**src/rtl/ps2_rx_decoder_if.sv**
```systemverilog
// Signal bundle between the PS/2 pins, the receiver and its consumers.
// Handshake: raw_valid, key_valid and frame_err are single-cycle valid-only pulses with no ready; the data they qualify holds until the next pulse.
interface ps2_rx_decoder_if;
    logic        ps2_clk;
    logic        ps2_data;
    logic [7:0]  raw_byte;
    logic        raw_valid;
    logic [7:0]  key_code;
    logic        key_ext;
    logic        key_break;
    logic        key_valid;
    logic        frame_err;
    logic [15:0] keycode;
    logic [1:0]  dbg_state;
    logic        dbg_parity_ok;

    modport master (
        input  ps2_clk, ps2_data,
        output raw_byte, raw_valid, key_code, key_ext, key_break, key_valid,
        output frame_err, keycode, dbg_state, dbg_parity_ok
    );

    modport slave (
        output ps2_clk, ps2_data,
        input  raw_byte, raw_valid, key_code, key_ext, key_break, key_valid,
        input  frame_err, keycode, dbg_state, dbg_parity_ok
    );
endinterface

```
**src/rtl/ps2_rx_decoder.sv**
```systemverilog
// Synchronous PS/2 keyboard receiver: synchroniser, glitch filter, frame FSM, timeout, E0/F0 prefix decode.
// Define PS2_RX_PARITY_CHECK_EN to reject frames whose parity is wrong; otherwise only the stop bit decides.
module ps2_rx_decoder #(
    parameter int FILTER_LEN     = 19,
    parameter int FILTER_WIDTH   = 5,
    parameter int TIMEOUT_CYCLES = 100000,
    parameter int TIMEOUT_WIDTH  = 17
) (
    input logic              clk,
    input logic              rst,
    ps2_rx_decoder_if.master bus
);

    typedef enum logic [1:0] {
        IDLE   = 2'd0,
        DATA   = 2'd1,
        PARITY = 2'd2,
        STOP   = 2'd3
    } state_t;

    localparam logic [FILTER_WIDTH-1:0]  FILTER_TERM  = FILTER_WIDTH'(FILTER_LEN - 1);
    localparam logic [TIMEOUT_WIDTH-1:0] TIMEOUT_TERM = TIMEOUT_WIDTH'(TIMEOUT_CYCLES - 1);

    logic [1:0]              clk_sync;
    logic [1:0]              data_sync;
    logic [1:0]              sync_s;
    logic [1:0]              filt;
    logic [FILTER_WIDTH-1:0] fcnt [2];
    logic                    filt_clk_q;
    logic                    sample;
    logic                    data_f;

    state_t                   state, state_nxt;
    logic [2:0]               bit_cnt, bit_cnt_nxt;
    logic [7:0]               shreg, shreg_nxt;
    logic                     parity_bit, parity_nxt;
    logic [TIMEOUT_WIDTH-1:0] tcnt, tcnt_nxt;
    logic                     accept;
    logic                     reject;
    logic                     timeout;
    logic                     parity_good;
    logic                     parity_ok;

    logic [7:0]  raw_byte_q;
    logic        raw_valid_q;
    logic [7:0]  key_code_q;
    logic        key_ext_q;
    logic        key_break_q;
    logic        key_valid_q;
    logic        frame_err_q;
    logic [15:0] keycode_q;
    logic        ext_flag;
    logic        brk_flag;

    always_ff @(posedge clk) begin
        if (rst) begin
            clk_sync  <= 2'b11;
            data_sync <= 2'b11;
        end else begin
            clk_sync  <= {clk_sync[0], bus.ps2_clk};
            data_sync <= {data_sync[0], bus.ps2_data};
        end
    end

    // Index 0 is the clock line, index 1 the data line.
    assign sync_s = {data_sync[1], clk_sync[1]};

    always_ff @(posedge clk) begin
        if (rst) begin
            filt <= 2'b11;
            fcnt <= '{default: '0};
        end else begin
            for (int i = 0; i < 2; i++) begin
                if (sync_s[i] == filt[i]) begin
                    fcnt[i] <= '0;
                end else if (fcnt[i] == FILTER_TERM) begin
                    filt[i] <= sync_s[i];
                    fcnt[i] <= '0;
                end else begin
                    fcnt[i] <= fcnt[i] + FILTER_WIDTH'(1);
                end
            end
        end
    end

    always_ff @(posedge clk) begin
        if (rst) begin
            filt_clk_q <= 1'b1;
        end else begin
            filt_clk_q <= filt[0];
        end
    end

    assign sample = filt_clk_q & ~filt[0];
    assign data_f = filt[1];

    // Odd parity: the nine bits together must contain an odd number of ones.
    assign parity_good = ^{shreg, parity_bit};

`ifdef PS2_RX_PARITY_CHECK_EN
    assign parity_ok = parity_good;
`else
    assign parity_ok = 1'b1;
`endif

    always_ff @(posedge clk) begin
        if (rst) begin
            state      <= IDLE;
            bit_cnt    <= '0;
            shreg      <= '0;
            parity_bit <= 1'b0;
            tcnt       <= '0;
        end else begin
            state      <= state_nxt;
            bit_cnt    <= bit_cnt_nxt;
            shreg      <= shreg_nxt;
            parity_bit <= parity_nxt;
            tcnt       <= tcnt_nxt;
        end
    end

    always_comb begin
        state_nxt   = state;
        bit_cnt_nxt = bit_cnt;
        shreg_nxt   = shreg;
        parity_nxt  = parity_bit;
        tcnt_nxt    = tcnt;
        accept      = 1'b0;
        reject      = 1'b0;
        timeout     = 1'b0;

        unique case (state)
            IDLE: begin
                if (sample && !data_f) begin
                    state_nxt   = DATA;
                    bit_cnt_nxt = '0;
                end
            end
            DATA: begin
                if (sample) begin
                    shreg_nxt[bit_cnt] = data_f;
                    bit_cnt_nxt        = bit_cnt + 3'd1;
                    if (bit_cnt == 3'd7) begin
                        state_nxt = PARITY;
                    end
                end
            end
            PARITY: begin
                if (sample) begin
                    parity_nxt = data_f;
                    state_nxt  = STOP;
                end
            end
            STOP: begin
                if (sample) begin
                    if (data_f && parity_ok) begin
                        accept = 1'b1;
                    end else begin
                        reject = 1'b1;
                    end
                    state_nxt = IDLE;
                end
            end
            default: state_nxt = IDLE;
        endcase

        // A sample arriving on the terminal count takes precedence over the abort.
        if (state == IDLE) begin
            tcnt_nxt = '0;
        end else if (sample) begin
            tcnt_nxt = '0;
        end else if (tcnt == TIMEOUT_TERM) begin
            timeout   = 1'b1;
            state_nxt = IDLE;
            tcnt_nxt  = '0;
        end else begin
            tcnt_nxt = tcnt + TIMEOUT_WIDTH'(1);
        end
    end

    always_ff @(posedge clk) begin
        if (rst) begin
            raw_byte_q  <= '0;
            raw_valid_q <= 1'b0;
            key_code_q  <= '0;
            key_ext_q   <= 1'b0;
            key_break_q <= 1'b0;
            key_valid_q <= 1'b0;
            frame_err_q <= 1'b0;
            keycode_q   <= '0;
            ext_flag    <= 1'b0;
            brk_flag    <= 1'b0;
        end else begin
            raw_valid_q <= accept;
            key_valid_q <= 1'b0;
            frame_err_q <= reject | timeout;
            if (accept) begin
                raw_byte_q <= shreg;
                keycode_q  <= {keycode_q[7:0], shreg};
                if (shreg == 8'hE0) begin
                    ext_flag <= 1'b1;
                end else if (shreg == 8'hF0) begin
                    brk_flag <= 1'b1;
                end else begin
                    key_code_q  <= shreg;
                    key_ext_q   <= ext_flag;
                    key_break_q <= brk_flag;
                    key_valid_q <= 1'b1;
                    ext_flag    <= 1'b0;
                    brk_flag    <= 1'b0;
                end
            end else if (reject || timeout) begin
                ext_flag <= 1'b0;
                brk_flag <= 1'b0;
            end
        end
    end

    assign bus.raw_byte      = raw_byte_q;
    assign bus.raw_valid     = raw_valid_q;
    assign bus.key_code      = key_code_q;
    assign bus.key_ext       = key_ext_q;
    assign bus.key_break     = key_break_q;
    assign bus.key_valid     = key_valid_q;
    assign bus.frame_err     = frame_err_q;
    assign bus.keycode       = keycode_q;
    assign bus.dbg_state     = state;
    assign bus.dbg_parity_ok = parity_good;

endmodule
```
**src/flat_wrapper.sv**
```systemverilog
// flat-port wrapper written by rule: the top's interface ports become plain ports
module ps2_rx_decoder_flat 
#(
    parameter int FILTER_LEN     = 19,
    parameter int FILTER_WIDTH   = 5,
    parameter int TIMEOUT_CYCLES = 100000,
    parameter int TIMEOUT_WIDTH  = 17
)
  (clk, rst, bus_ps2_clk, bus_ps2_data, bus_raw_byte, bus_raw_valid, bus_key_code, bus_key_ext, bus_key_break, bus_key_valid, bus_frame_err, bus_keycode, bus_dbg_state, bus_dbg_parity_ok);
  ps2_rx_decoder_if bus_i ();
  input logic clk;
  input logic rst;
  input wire logic [$bits(bus_i.ps2_clk)-1:0] bus_ps2_clk;
  input wire logic [$bits(bus_i.ps2_data)-1:0] bus_ps2_data;
  output wire logic [$bits(bus_i.raw_byte)-1:0] bus_raw_byte;
  output wire logic [$bits(bus_i.raw_valid)-1:0] bus_raw_valid;
  output wire logic [$bits(bus_i.key_code)-1:0] bus_key_code;
  output wire logic [$bits(bus_i.key_ext)-1:0] bus_key_ext;
  output wire logic [$bits(bus_i.key_break)-1:0] bus_key_break;
  output wire logic [$bits(bus_i.key_valid)-1:0] bus_key_valid;
  output wire logic [$bits(bus_i.frame_err)-1:0] bus_frame_err;
  output wire logic [$bits(bus_i.keycode)-1:0] bus_keycode;
  output wire logic [$bits(bus_i.dbg_state)-1:0] bus_dbg_state;
  output wire logic [$bits(bus_i.dbg_parity_ok)-1:0] bus_dbg_parity_ok;
  assign bus_i.ps2_clk = bus_ps2_clk;
  assign bus_i.ps2_data = bus_ps2_data;
  assign bus_raw_byte = bus_i.raw_byte;
  assign bus_raw_valid = bus_i.raw_valid;
  assign bus_key_code = bus_i.key_code;
  assign bus_key_ext = bus_i.key_ext;
  assign bus_key_break = bus_i.key_break;
  assign bus_key_valid = bus_i.key_valid;
  assign bus_frame_err = bus_i.frame_err;
  assign bus_keycode = bus_i.keycode;
  assign bus_dbg_state = bus_i.dbg_state;
  assign bus_dbg_parity_ok = bus_i.dbg_parity_ok;
  ps2_rx_decoder #(.FILTER_LEN(FILTER_LEN), .FILTER_WIDTH(FILTER_WIDTH), .TIMEOUT_CYCLES(TIMEOUT_CYCLES), .TIMEOUT_WIDTH(TIMEOUT_WIDTH)) u_core (.clk(clk), .rst(rst), .bus(bus_i));
endmodule
```
**config.mk**
```make
export PLATFORM = sky130hd
export DESIGN_NAME = ps2_rx_decoder_flat
export DESIGN_NICKNAME = d
export VERILOG_FILES = /design/src/rtl/ps2_rx_decoder_if.sv /design/src/rtl/ps2_rx_decoder.sv /design/src/flat_wrapper.sv
export SDC_FILE = /design/constraint.sdc
export NUM_CORES = 1
export LEC_CHECK = 0
export BUFFER_PORTS_ARGS = -buffer_cell sky130_fd_sc_hd__buf_2
export CORE_MARGIN = 1.5
export CORE_UTILIZATION = 42
export CTS_CLUSTER_SIZE = 24
export DETAILED_ROUTE_END_ITERATION = 10
export GPL_ROUTABILITY_DRIVEN = 0
export PLACE_DENSITY = 0.63
export SYNTH_ARGS = -nofsm -noshare
export SYNTH_HDL_FRONTEND = slang
export SYNTH_SLANG_ARGS = --single-unit
export TNS_END_PERCENT = 1
```
**constraint.sdc**
```tcl
create_clock -name clk -period 1.8 [get_ports clk]
set_input_delay 0.36 -clock clk [delete_from_list [all_inputs] [get_ports clk]]
set_output_delay 0.36 -clock clk [all_outputs]
set_load 0.02 [all_outputs]
```
==> Word-level counts from Yosys, hierarchy flattened <==
Cells that the tools add are included.
W data, S select, Z words.
{ "word_totals": {"input_bits": 4, "regBits": 87} }
{ "op_classes": {"n_bitwise": 8, "n_eq_ne": 15, "n_lt_le_gt_ge": 2, "n_reduce_logical": 20, "addsub": 4, "mux": 32} }
{ "ops": {"columns": ["operator", "n"], "rows": [
  ["$mux W1", 18],
  ["$add A17 B1 Y17 const B", 1],
  ["$eq A17 B17 Y1 const B", 1],
  ["$eq A8 B8 Y1 const B", 2],
  ["$mux W2", 8],
  ["$reduce_and A2 Y1", 6],
  ["$add A5 B1 Y5 const B", 2],
  ["$eq A5 B5 Y1 const B", 2],
  ["$reduce_or A3 Y1", 3],
  ["$reduce_xor A9 Y1", 1],
  ["$bwmux W8", 1],
  ["$pmux W2 S4", 1],
  ["$mux W3", 2],
  ["$not A1 Y1", 6],
  ["$pmux W3 S2", 1],
  ["$reduce_and A3 Y1", 2],
  ["$eq A2 B2 Y1 const B", 2],
  ["$lt A3 B4 Y1 const B", 1],
  ["$ne A2 B1 Y1 const B", 2],
  ["$reduce_bool A2 Y1", 2],
  ["$reduce_or A4 Y1", 1],
  ["$add A3 B1 Y3 const B", 1],
  ["$demux W1 S3", 1],
  ["$eq A3 B3 Y1 const B", 1],
  ["other kinds (11)", 13]
]} }

==> Logic depth before layout (Yosys ltp) <==
Gate-level depths: netlist (run 1).
{ "logic_depth": {"depth_word": 8, "ltp_mapped": 6} }

==> Least setup slack after synthesis (run 1) <==
OpenSTA, ideal clock, no wires.
{ "synth_path": {"path_kind": "reg2reg", "startpoint": "reg u_core.tcnt[0]", "endpoint": "reg u_core.tcnt[10]", "t_arrival_ns": 1.466, "path_slack_ns": 0.216, "setup_time_ns": 0.117, "path_stages_with_launch": 7, "period_less_slack_ns": 1.584, "path_cell_list": "dfxtp_1 -> ha_1 -> and3_1 -> nand3_1 -> o21ai_2 -> buf_2 -> nor2_1"} }
{ "synth_via": {"elab_chain_len": 2, "elab_cells_between_ends": 3, "classes_between": "1 x add/sub; 1 x eq/ne; 1 x reduce/logical"} }
{ "synth_lines": {"columns": ["item", "line", "text"], "rows": [
  ["start, declared", "ps2_rx_decoder.sv:37", "logic [TIMEOUT_WIDTH-1:0] tcnt, tcnt_nxt;"],
  ["start signal, assigned", "ps2_rx_decoder.sv:118", "tcnt <= tcnt_nxt;"],
  ["branches (longest 2 deep; another with $add A17 B1 Y17)", null, null]
]} }
Parallel ways; which one is timed is not known.
A chain may end at the register's enable or synchronous reset.

==> Worst setup path in the final report (run 1) <==
{ "layout_path": {"startpoint": "reg u_core.shreg[5]", "endpoint": "out bus_dbg_parity_ok"} }
{ "layout_via": {"elab_chain_len": 1} }
{ "layout_lines": {"columns": ["item", "line", "text"], "rows": [
  ["start, declared", "ps2_rx_decoder.sv:35", "logic [7:0] shreg, shreg_nxt;"],
  ["start signal, assigned", "ps2_rx_decoder.sv:116", "shreg <= shreg_nxt;"],
  ["$reduce_xor A9 Y1", "ps2_rx_decoder.sv:98", "assign parity_good = ^{shreg, parity_bit};"],
  ["end, declared", "flat_wrapper.sv:24", "output wire logic [$bits(bus_i.dbg_parity_ok)-1:0] bus_dbg_parity_ok;"]
]} }
Every way passes these cells.

==> flow_metrics.py, run 1 <==
metrics = {
    "die": {
        "core_area_um2": 7370,
        "design.die.area_um2": 8300,
        "initial_standard_cell_utilization_of_the_core_pct": 44.2,
        "die_w_um": 91.1,
        "top_level_ports": 44,
        "std_cell_rows": 31,
        "die-height_um": 91.1,
    },
    "critical_path": {
        "timing_worst_setup_path_type": "register to primary output",
        "worstPathArrival_ps": 1490,
        "cp-end-kind": "primary output",
        "worst_setup_path_startpoint": "u_core.shreg[5]$_SDFFE_PP0P_",
        "startpoint_type": "register",
        "worst_r2r_endpoint": "u_core.shreg[2]$_SDFFE_PP0P_",
        "critical_path.reg2reg.startpoint": "u_core.bus.dbg_state[1]$_SDFF_PP0_",
        "critPathCapture": "bus_dbg_parity_ok",
        "ff2ff_setup_slack_ps": 170,
        "path_max_fanout": 5,
        "timing.critical_path.required_ps": 1440,
        "rr_worst_depth": 4,
    },
    "clock_tree": {
        "cts_tree": "done",
        "cts_root_buf": "clkbuf_8",
        "max-clock-path-buffers": 2,
        "clk-insertion-delay-late_ps": 350,
        "worst_setup_hold_path_clk_slew_ps": 80,
        "number_of_buffers_added_to_fix_hold_violations_after_cts": 0,
        "tritoncts.num_buffers": 9,
        "cts_max_level": 3,
        "cts_num_sinks": 79,
    },
    "place": {
        "post-dp-hpwl_mm": 4.42,
        "place.detailed.instances": 484,
        "port_buffers": 43,
        "pre_cts_ws_ps": 182,
        "area_after_detailed_placement_um2": 3540,
    },
    "synth": {
        "synth.yosys.warnings": 0,
        "async_flop_share_pct": 0,
        "synth_cells": 356,
        "synth-seq-area-share_pct": 48.5,
        "yosysUniqueCellTypes": 47,
        "synth_ff_type": "dfxtp_1",
        "number_of_enable_type_register_cells_in_the_synthesized_netlist": 0,
        "synth_seq_cells": 79,
        "postSynthNetCount": 367,
        "syn-cell-area_um2": 3260,
        "postSynthAreaPerCell_um2": 9.16,
    },
    "power_and_ir_drop": {
        "finalPower_w": 0.00291,
        "switchingPower_w": 0.000661,
        "power_frac_comb_pct": 1.3,
        "max-vdd-ir-drop_v": 0.000292,
        "switching_share_pct": 22.7,
        "seqPwrFrac_pct": 60.0,
        "power_report.internal_total_w": 0.00225,
        "clkPwrFrac_pct": 38.7,
        "power-per-cell-area_nw_per_um2": 772,
        "leakagePower_nw": 1.47,
    },
    "grt": {
        "grt_antenna_before_repair": 0,
        "grt_residual_overflow": 0,
        "grt_max_degree": 19,
        "globalRouteTotalUtil_pct": 16.3,
        "grt_pass1_vias": 2371,
        "grt_first_pass_wirelength_mm": 11.0,
    },
    "timing": {
        "timing.final.max_slew_violations": 0,
        "post-route-min-period_ps": 1850,
        "tightest_slew_ps": 481,
        "setup_viol": 1,
        "finalHoldViolCount": 0,
        "layout_worst_path_cycle_share_pct": 103,
        "relSlewSlack_pct": 67.9,
        "rsz0062_at_grt": "true",
        "finClkSkew_ps": 10.6,
        "fin_ws_ps": -45.6,
        "clock.fmax_mhz": 542,
    },
    "layout": {
        "syn_to_final_growth_pct": 15.7,
        "layout.cells.non_filler": 504,
        "diodes": 0,
        "most_common_cell_after_layout_fill_and_taps_aside": "dfxtp_1",
        "final_layout_size_suffix_gt1_share_pct": 22.2,
        "n_fill_cell": 708,
        "finalInstanceArea_um2": 3770,
        "nNetsFinal": 411,
        "layout_common_cells": "dfxtp_1, nand2_1, nor2_1, buf_2, a21oi_1",
    },
    "job": {
        "cap_viol_max_count": 0,
    },
    "drt": {
        "initialDrtViolationCount": 84,
        "detail_route.wirelength_mm": 6.31,
        "drt-pass1-iter-count": 4,
        "remaining_drc_errors": 0,
        "vias": 2556,
        "avgRoutedWirePerCell_um": 12.5,
        "vias_per_cell": 5.07,
        "antenna_violating_nets_post_route": 0,
    },
    "status": {
        "run_status": "finished, violations left",
        "failed_checks": "negative setup slack",
    },
    "min_path": {
        "hold_path.class": "primary input to register",
        "hold-path-cell-count": 2,
    },
}
-- Yosys cell counts, types with 2 or more instances --
master    instances  area [um^2]
nand4_1           5         31.3
nand3_1          16         80.1
xor2_1            8         70.1
nand2_1          43          161
buf_4             8         60.1
buf_2             3         15.0
xnor2_1          21          184
nor2b_1           2         12.5
a22o_1           10         87.6
nor4_1            8         50.1
a21oi_2           2         17.5
dfxtp_1          79         1580
inv_1            10         37.5
and3_1            5         31.3
nor4b_1           4         35.0
clkbuf_1         11         41.3
mux2i_1           9         90.1
a21oi_1          24          120
or2_2             5         31.3
nand4b_1          2         17.5
and3b_1           2         17.5
nor3b_1           2         15.0
or3_1             3         18.8
nor2_1           42          158
ha_1              7         87.6
nor3_1            4         20.0
-- power by group through the flow --
stage / Clock [W] / Combinational, W / Sequential [W]
after global routing: 0.00124 / 0.0000418 / 0.00175
after floorplan: 0 / 0.0000235 / 0.00179
after detailed placement: 0 / 0.0000374 / 0.00180
final: 0.00113 / 0.0000372 / 0.00175
after global placement: 0 / 0.0000374 / 0.00180
after CTS: 0.00116 / 0.0000375 / 0.00175
-- cell families after synthesis --
kind of cell	after synthesis	share of synthesized area, %
AO/OA/AOI/OAI	45	9.02
AND/OR/NAND/NOR	153	24.1
XOR/XNOR	29	7.79
flip-flops	79	48.5
multiplexers	9	2.76
adder cells (fa/ha/maj)	7	2.69
buffers and inverters	34	5.18
-- worst max-delay path: stages (launching register included) --
cell     delay [ps]
dfxtp_4         370
xnor2_2         130
xnor2_1         190
xnor2_1         150
xnor2_1         130
buf_4           160
-- metal layers --
layer | vias to the layer above | global-route usage (%) | share of wire, %
met5 | - | 0 | 0
met4 | 0 | 8.33 | 2.1
met3 | 10 | 3.43 | 3.2
met2 | 41 | 26.4 | 47
met1 | 1204 | 20.4 | 48
li1 | 1301 | - | -
-- how the worst min path moves through the flow --
stage	startpoint	to
2_1_floorplan	u_core.clk_sync[0]$_SDFF_PP1_	u_core.clk_sync[1]$_SDFF_PP1_
3_3_place_gp	u_core.data_sync[0]$_SDFF_PP1_	u_core.data_sync[1]$_SDFF_PP1_
3_5_place_dp	u_core.clk_sync[0]$_SDFF_PP1_	u_core.clk_sync[1]$_SDFF_PP1_
4_1_cts	bus_ps2_data	u_core.data_sync[0]$_SDFF_PP1_
5_1_grt	bus_ps2_data	u_core.data_sync[0]$_SDFF_PP1_
6_report	bus_ps2_data	u_core.data_sync[0]$_SDFF_PP1_
-- area by class of cell --
cell class | instances | area, um^2 | share of cell area (%)
clock buffers | 10 | 128 | 3.38
clock inverters | 6 | 37.5 | 0.995
inverters | 10 | 37.5 | 0.995
multi-input cells | 243 | 1530 | 40.4
flip-flops and latches | 79 | 1600 | 42.3
well taps | 99 | 124 | 3.28
repair buffers | 57 | 323 | 8.56
-- state kept, by name (all words and copies together) (netlist names) --
register	flops
u_core.bus.key_code	8
u_core.brk_flag	1
u_core.bus.dbg_state	2
u_core.filt_clk_q	1
u_core.bit_cnt	3
u_core.fcnt	10
u_core.shreg	8
u_core.data_sync	2
u_core.bus.raw_valid	1
u_core.bus.keycode	16
u_core.bus.frame_err	1
u_core.clk_sync	2
u_core.filt	2
u_core.bus.key_ext	1
u_core.parity_bit	1
u_core.tcnt	17
u_core.ext_flag	1
u_core.bus.key_break	1
u_core.bus.key_valid	1
-- timing repair --
| action | 4_1_cts | 5_1_grt |
|---|---|---|
| buffers inserted | 2 | 2 |
| gates resized for setup | 9 | 2 |
| pin swaps | 4 | 4 |
| endpoints found under the setup margin | 1 | 1 |
-- stage by stage --
stage | TNS (ps) | hold slack (ps) | utilization [%]
after global routing | -112 | 184 | 51.2
final | -45.6 | 194 | 51.2
after detailed placement | 0 | 398 | 48.1
after floorplan | 0 | 389 | -
after CTS | -55.4 | 184 | 50.9
after global placement | 0 | 392 | 48.1
Note: power is estimated with default switching activity, not from simulation.
==> run 2: changes to the inputs <==
--- a/config.mk
+++ b/config.mk
@@ -6,6 +6,7 @@
 export NUM_CORES = 1
 export LEC_CHECK = 0
 export BUFFER_PORTS_ARGS = -buffer_cell sky130_fd_sc_hd__buf_2
+export CORE_ASPECT_RATIO = 0.6
 export CORE_MARGIN = 1.5
 export CORE_UTILIZATION = 42
 export CTS_CLUSTER_SIZE = 24
==> constraint.sdc (replaced) <==
create_clock -name clk -period 2.1 [get_ports clk]
set_input_delay 0.42 -clock clk [delete_from_list [all_inputs] [get_ports clk]]
set_output_delay 0.42 -clock clk [all_outputs]
set_load 0.02 [all_outputs]
==> run 2 against run 1 <==
Compared with the run above: the flow now finishes without violations; clock power is 36% higher; critical path type unchanged; first-iteration DRC count is 110% higher; critical endpoint unchanged; critical path depth stayed put; global-route usage is 0.80 points higher; largest power group is now the clock network; combinational power is 21% lower; sequential share of layout area is 1.0 points lower.
==> flow_metrics.py, run 2 (synthesis gave the netlist of run 1 again) <==
metrics = {
    "drt": {
        "drt-pass1-iter-count": 4,
        "vias_per_cell": 5.06,
        "avgRoutedWirePerCell_um": 13.3,
        "vias": 2538,
        "remaining_drc_errors": 0,
        "initialDrtViolationCount": 180,
        "detail_route.wirelength_mm": 6.69,
        "antenna_violating_nets_post_route": 0,
    },
    "timing": {
        "finalHoldViolCount": 0,
        "tightest_slew_ps": 522,
        "post-route-min-period_ps": 1990,
        "layout_worst_path_cycle_share_pct": 95.0,
        "clock.fmax_mhz": 501,
        "fin_ws_ps": 105,
        "finClkSkew_ps": 5.51,
        "relSlewSlack_pct": 64.9,
        "rsz0062_at_grt": "false",
        "setup_viol": 0,
        "timing.final.max_slew_violations": 0,
        "setup_tns_ps": 0,
    },
    "place": {
        "pre_cts_ws_ps": 425,
        "post-dp-hpwl_mm": 4.71,
        "area_after_detailed_placement_um2": 3530,
        "port_buffers": 43,
    },
    "grt": {
        "grt_first_pass_wirelength_mm": 10.8,
        "globalRouteTotalUtil_pct": 17.1,
        "grt_pass1_vias": 2149,
        "grt_residual_overflow": 0,
        "grt_antenna_before_repair": 0,
        "grt_max_degree": 26,
    },
    "layout": {
        "n_fill_cell": 705,
        "finish.utilization_pct": 51.8,
        "diodes": 0,
        "regMostFlops": "u_core.tcnt",
        "syn_to_final_growth_pct": 17.4,
        "nNetsFinal": 404,
        "most_common_cell_after_layout_fill_and_taps_aside": "dfxtp_1",
        "final_layout_size_suffix_gt1_share_pct": 19.3,
        "largest_register_ffs": 17,
        "finalInstanceArea_um2": 3830,
        "layout_common_cells": "dfxtp_1, nand2_1, buf_2",
    },
    "die": {
        "initial_standard_cell_utilization_of_the_core_pct": 44.1,
        "die-height_um": 71.3,
        "std_cell_rows": 24,
        "top_level_ports": 44,
        "die_w_um": 117,
        "core_area_um2": 7390,
        "design.die.area_um2": 8320,
    },
    "critical_path": {
        "ff2ff_setup_slack_ps": 370,
        "cp-end-kind": "primary output",
        "path_max_fanout": 5,
        "timing.critical_path.required_ps": 1680,
        "critPathTopFamily": "XOR/XNOR gates",
        "slowest_stage": "dfxtp_1",
        "critPathBufInv": 1,
        "timing_worst_setup_path_type": "register to primary output",
        "worstPathArrival_ps": 1570,
        "library_cell_appearing_most_often_on_the_critical_path": "xnor2_1",
        "startpoint_type": "register",
        "crit_path_max_incr_delay_ps": 460,
        "cp_cell_sequence": "xnor2_1 > xnor2_1 > xnor2_1 > xnor2_1 > buf_2",
    },
    "clock_tree": {
        "worst_setup_hold_path_clk_slew_ps": 60,
        "tritoncts.num_buffers": 9,
        "post-cts-setup-buffers": 0,
        "cts_num_sinks": 79,
        "cts-resized-gates": 0,
        "number_of_buffers_added_to_fix_hold_violations_after_cts": 0,
        "cts_tree": "done",
        "cts_root_buf": "clkbuf_16",
        "max-clock-path-buffers": 2,
        "cts_max_level": 3,
        "clk-insertion-delay-late_ps": 330,
    },
    "job": {
        "cap_viol_max_count": 0,
    },
    "power_and_ir_drop": {
        "power-per-cell-area_nw_per_um2": 803,
        "finalPower_w": 0.00308,
        "leakagePower_nw": 1.50,
        "max-vdd-ir-drop_v": 0.000384,
    },
    "min_path": {
        "hold_path.class": "primary input to register",
    },
    "status": {
        "run_status": "complete, no violations",
    },
}
## run 2: per-layer routing
metal	vias to the layer above	track usage, %	wire (um)
met5	-	0	0
met4	0	5.62	86
met3	11	5.84	396
met2	73	21.0	2530
met1	1166	27.2	3680
li1	1288	-	-
## run 2: report_power, final
part | total, W | switching, W | internal (W)
Combinational | 0.0000295 | 0.0000207 | 0.00000878
Sequential | 0.00151 | 0.00000246 | 0.00150
Clock | 0.00154 | 0.000588 | 0.000952
Total | 0.00308 | 0.000611 | 0.00246
## run 2: metrics by stage
stage,hold WS [ps],instances
after detailed placement,399,486
final,272,502
after global placement,392,486
after global routing,274,502
after CTS,262,502
after floorplan,389,356
## run 2: path summary, 6_finish.rpt
path / startpoint / end / depth (start not counted)
max: u_core.shreg[5]$_SDFFE_PP0P_ / bus_dbg_parity_ok / 5
max reg2reg: u_core.filt[0]$_SDFFE_PP1P_ / u_core.ext_flag$_SDFFE_PP0P_ / 4
min: bus_ps2_data / u_core.data_sync[0]$_SDFF_PP1_ / 2
min reg2reg: u_core.data_sync[0]$_SDFF_PP1_ / u_core.data_sync[1]$_SDFF_PP1_ / 1
## run 2: worst reg2reg max path: cells and delay by family, from the launching register on
family	cells	cell delay, ps
compound gates	1	420
simple gates	3	740
flops	1	460
## run 2: layout make-up
cell class / count / area (um^2) / share of cell area [%]
flip-flops and latches: 79 / 1580 / 41.3
multi-input cells: 243 / 1510 / 39.5
repair buffers: 50 / 268 / 7.00
clock buffers: 11 / 243 / 6.34
well taps: 104 / 130 / 3.40
clock inverters: 5 / 57.6 / 1.50
inverters: 10 / 37.5 / 0.981
==> run 3: changes to the inputs <==
--- a/config.mk
+++ b/config.mk
@@ -6,13 +6,15 @@
 export NUM_CORES = 1
 export LEC_CHECK = 0
 export BUFFER_PORTS_ARGS = -buffer_cell sky130_fd_sc_hd__buf_2
+export CELL_PAD_IN_SITES_DETAIL_PLACEMENT = 1
+export CELL_PAD_IN_SITES_GLOBAL_PLACEMENT = 1
 export CORE_ASPECT_RATIO = 0.6
 export CORE_MARGIN = 1.5
 export CORE_UTILIZATION = 42
 export CTS_CLUSTER_SIZE = 24
 export DETAILED_ROUTE_END_ITERATION = 10
 export GPL_ROUTABILITY_DRIVEN = 0
-export PLACE_DENSITY = 0.63
+export PLACE_DENSITY = 0.85
 export SYNTH_ARGS = -nofsm -noshare
 export SYNTH_HDL_FRONTEND = slang
 export SYNTH_SLANG_ARGS = --single-unit
==> run 3 against run 2 <==
Compared with the run above: via count grew 4.0%; fmax rose by 0.87%; total power is 3.3% lower; wire length increased by 19%; flip-flop and latch count unchanged; global-route usage grew 3.2 points; register-to-register slack lost 70 ps; design area is 0.16% lower; critical path depth stayed put; cell count is 0.40% higher; hold slack got worse by 11 ps; critical path type unchanged.
==> flow_metrics.py, run 3 (synthesis gave the netlist of run 1 again) <==
metrics = {
    "status": {
        "run_status": "complete, no violations",
    },
    "power_and_ir_drop": {
        "leakagePower_nw": 1.50,
        "power-per-cell-area_nw_per_um2": 778,
        "max-vdd-ir-drop_v": 0.000572,
        "finalPower_w": 0.00297,
    },
    "layout": {
        "regMostFlops": "u_core.tcnt",
        "syn_to_final_growth_pct": 17.2,
        "layout_common_cells": "dfxtp_1, nand2_1, buf_2",
        "most_common_cell_after_layout_fill_and_taps_aside": "dfxtp_1",
        "final_layout_size_suffix_gt1_share_pct": 20.8,
        "nNetsFinal": 406,
        "largest_register_ffs": 17,
        "diodes": 0,
    },
    "critical_path": {
        "crit_path_max_incr_delay_ps": 350,
        "path_max_fanout": 5,
        "library_cell_appearing_most_often_on_the_critical_path": "xnor2_1",
        "critPathTopFamily": "XOR/XNOR gates",
        "timing.critical_path.required_ps": 1680,
        "cp-end-kind": "primary output",
        "critPathBufInv": 1,
        "timing_worst_setup_path_type": "register to primary output",
        "worstPathArrival_ps": 1560,
        "startpoint_type": "register",
        "cp_cell_sequence": "xnor2_1 > xnor2_1 > xnor2_1 > xnor2_1 > buf_2",
        "slowest_stage": "dfxtp_2",
    },
    "grt": {
        "globalRouteTotalUtil_pct": 20.3,
        "grt_first_pass_wirelength_mm": 12.8,
        "grt_max_degree": 21,
        "grt_residual_overflow": 0,
        "grt_antenna_before_repair": 0,
        "grt_pass1_vias": 2574,
    },
    "clock_tree": {
        "cts_num_sinks": 79,
        "cts_root_buf": "clkbuf_16",
        "cts_tree": "done",
        "max-clock-path-buffers": 2,
        "post-cts-setup-buffers": 0,
        "cts_max_level": 3,
        "worst_setup_hold_path_clk_slew_ps": 60,
        "clk-insertion-delay-late_ps": 340,
        "tritoncts.num_buffers": 9,
    },
    "drt": {
        "drt-pass1-iter-count": 4,
        "vias": 2640,
        "vias_per_cell": 5.24,
        "antenna_violating_nets_post_route": 0,
        "avgRoutedWirePerCell_um": 15.8,
        "detail_route.wirelength_mm": 7.95,
        "remaining_drc_errors": 0,
        "initialDrtViolationCount": 99,
    },
    "die": {
        "die_w_um": 117,
        "design.die.area_um2": 8320,
        "top_level_ports": 44,
        "initial_standard_cell_utilization_of_the_core_pct": 44.1,
        "std_cell_rows": 24,
        "core_area_um2": 7390,
        "die-height_um": 71.3,
    },
    "timing": {
        "finClkSkew_ps": 6.04,
        "setup_viol": 0,
        "rsz0062_at_grt": "false",
        "finalHoldViolCount": 0,
        "relSlewSlack_pct": 61.6,
        "post-route-min-period_ps": 1980,
        "layout_worst_path_cycle_share_pct": 94.2,
        "tightest_slew_ps": 572,
        "setup_tns_ps": 0,
        "timing.final.max_slew_violations": 0,
        "clock.fmax_mhz": 506,
    },
    "place": {
        "port_buffers": 43,
        "post-dp-hpwl_mm": 5.45,
    },
    "job": {
        "cap_viol_max_count": 0,
    },
    "min_path": {
        "hold_path.class": "primary input to register",
    },
}
## run 3: final timing paths
kind,from,end,slack (ps),cells after the start
worst max-delay path,u_core.shreg[5]$_SDFFE_PP0P_,bus_dbg_parity_ok,120,5
worst min-delay path,bus_ps2_data,u_core.data_sync[0]$_SDFF_PP1_,260,2
worst max register to register,u_core.tcnt[0]$_SDFF_PP0_,u_core.ext_flag$_SDFFE_PP0P_,300,5
worst min register to register,u_core.clk_sync[0]$_SDFF_PP1_,u_core.clk_sync[1]$_SDFF_PP1_,420,1
## run 3: power breakdown
group | leakage [nW] | internal [W] | total, W | switching [W]
clock network | 0.138 | 0.000825 | 0.00143 | 0.000609
registers | 0.639 | 0.00150 | 0.00151 | 0.00000280
logic | 0.725 | 0.0000113 | 0.0000330 | 0.0000218
## run 3: area by class of cell
type	count	area (um^2)
fillers	877	3570
flip-flops and latches	79	1590
multi-input cells	243	1510
repair buffers	52	283
clock buffers	10	239
well taps	104	130
inverters	10	37.5
clock inverters	6	36.3
## run 3: repair_timing
action / in CTS / in global routing
hold buffers: 0 / 0
gates resized for setup: 0 / 3
setup endpoints to repair: 0 / 1
## run 3: layer usage
layer	track usage [%]	vias to the layer above	wire, um
met5	0	-	0
met4	6.69	0	108
met3	6.51	10	313
met2	30.8	45	3490
met1	27.7	1298	4030
li1	-	1287	-
## run 3: through the flow
step | instance area (um^2) | util, % | instances | worst slack (ps) | hold slack (ps)
detailed placement | 3540 | 48.0 | 488 | 413 | 399
finish | 3820 | 51.7 | 504 | 122 | 260
CTS | 3820 | 51.7 | 504 | 39.3 | 256
global route | 3820 | 51.7 | 504 | 38.9 | 260
floorplan | 3260 | - | 356 | 508 | 389
global placement | 3540 | 48.0 | 488 | 481 | 394
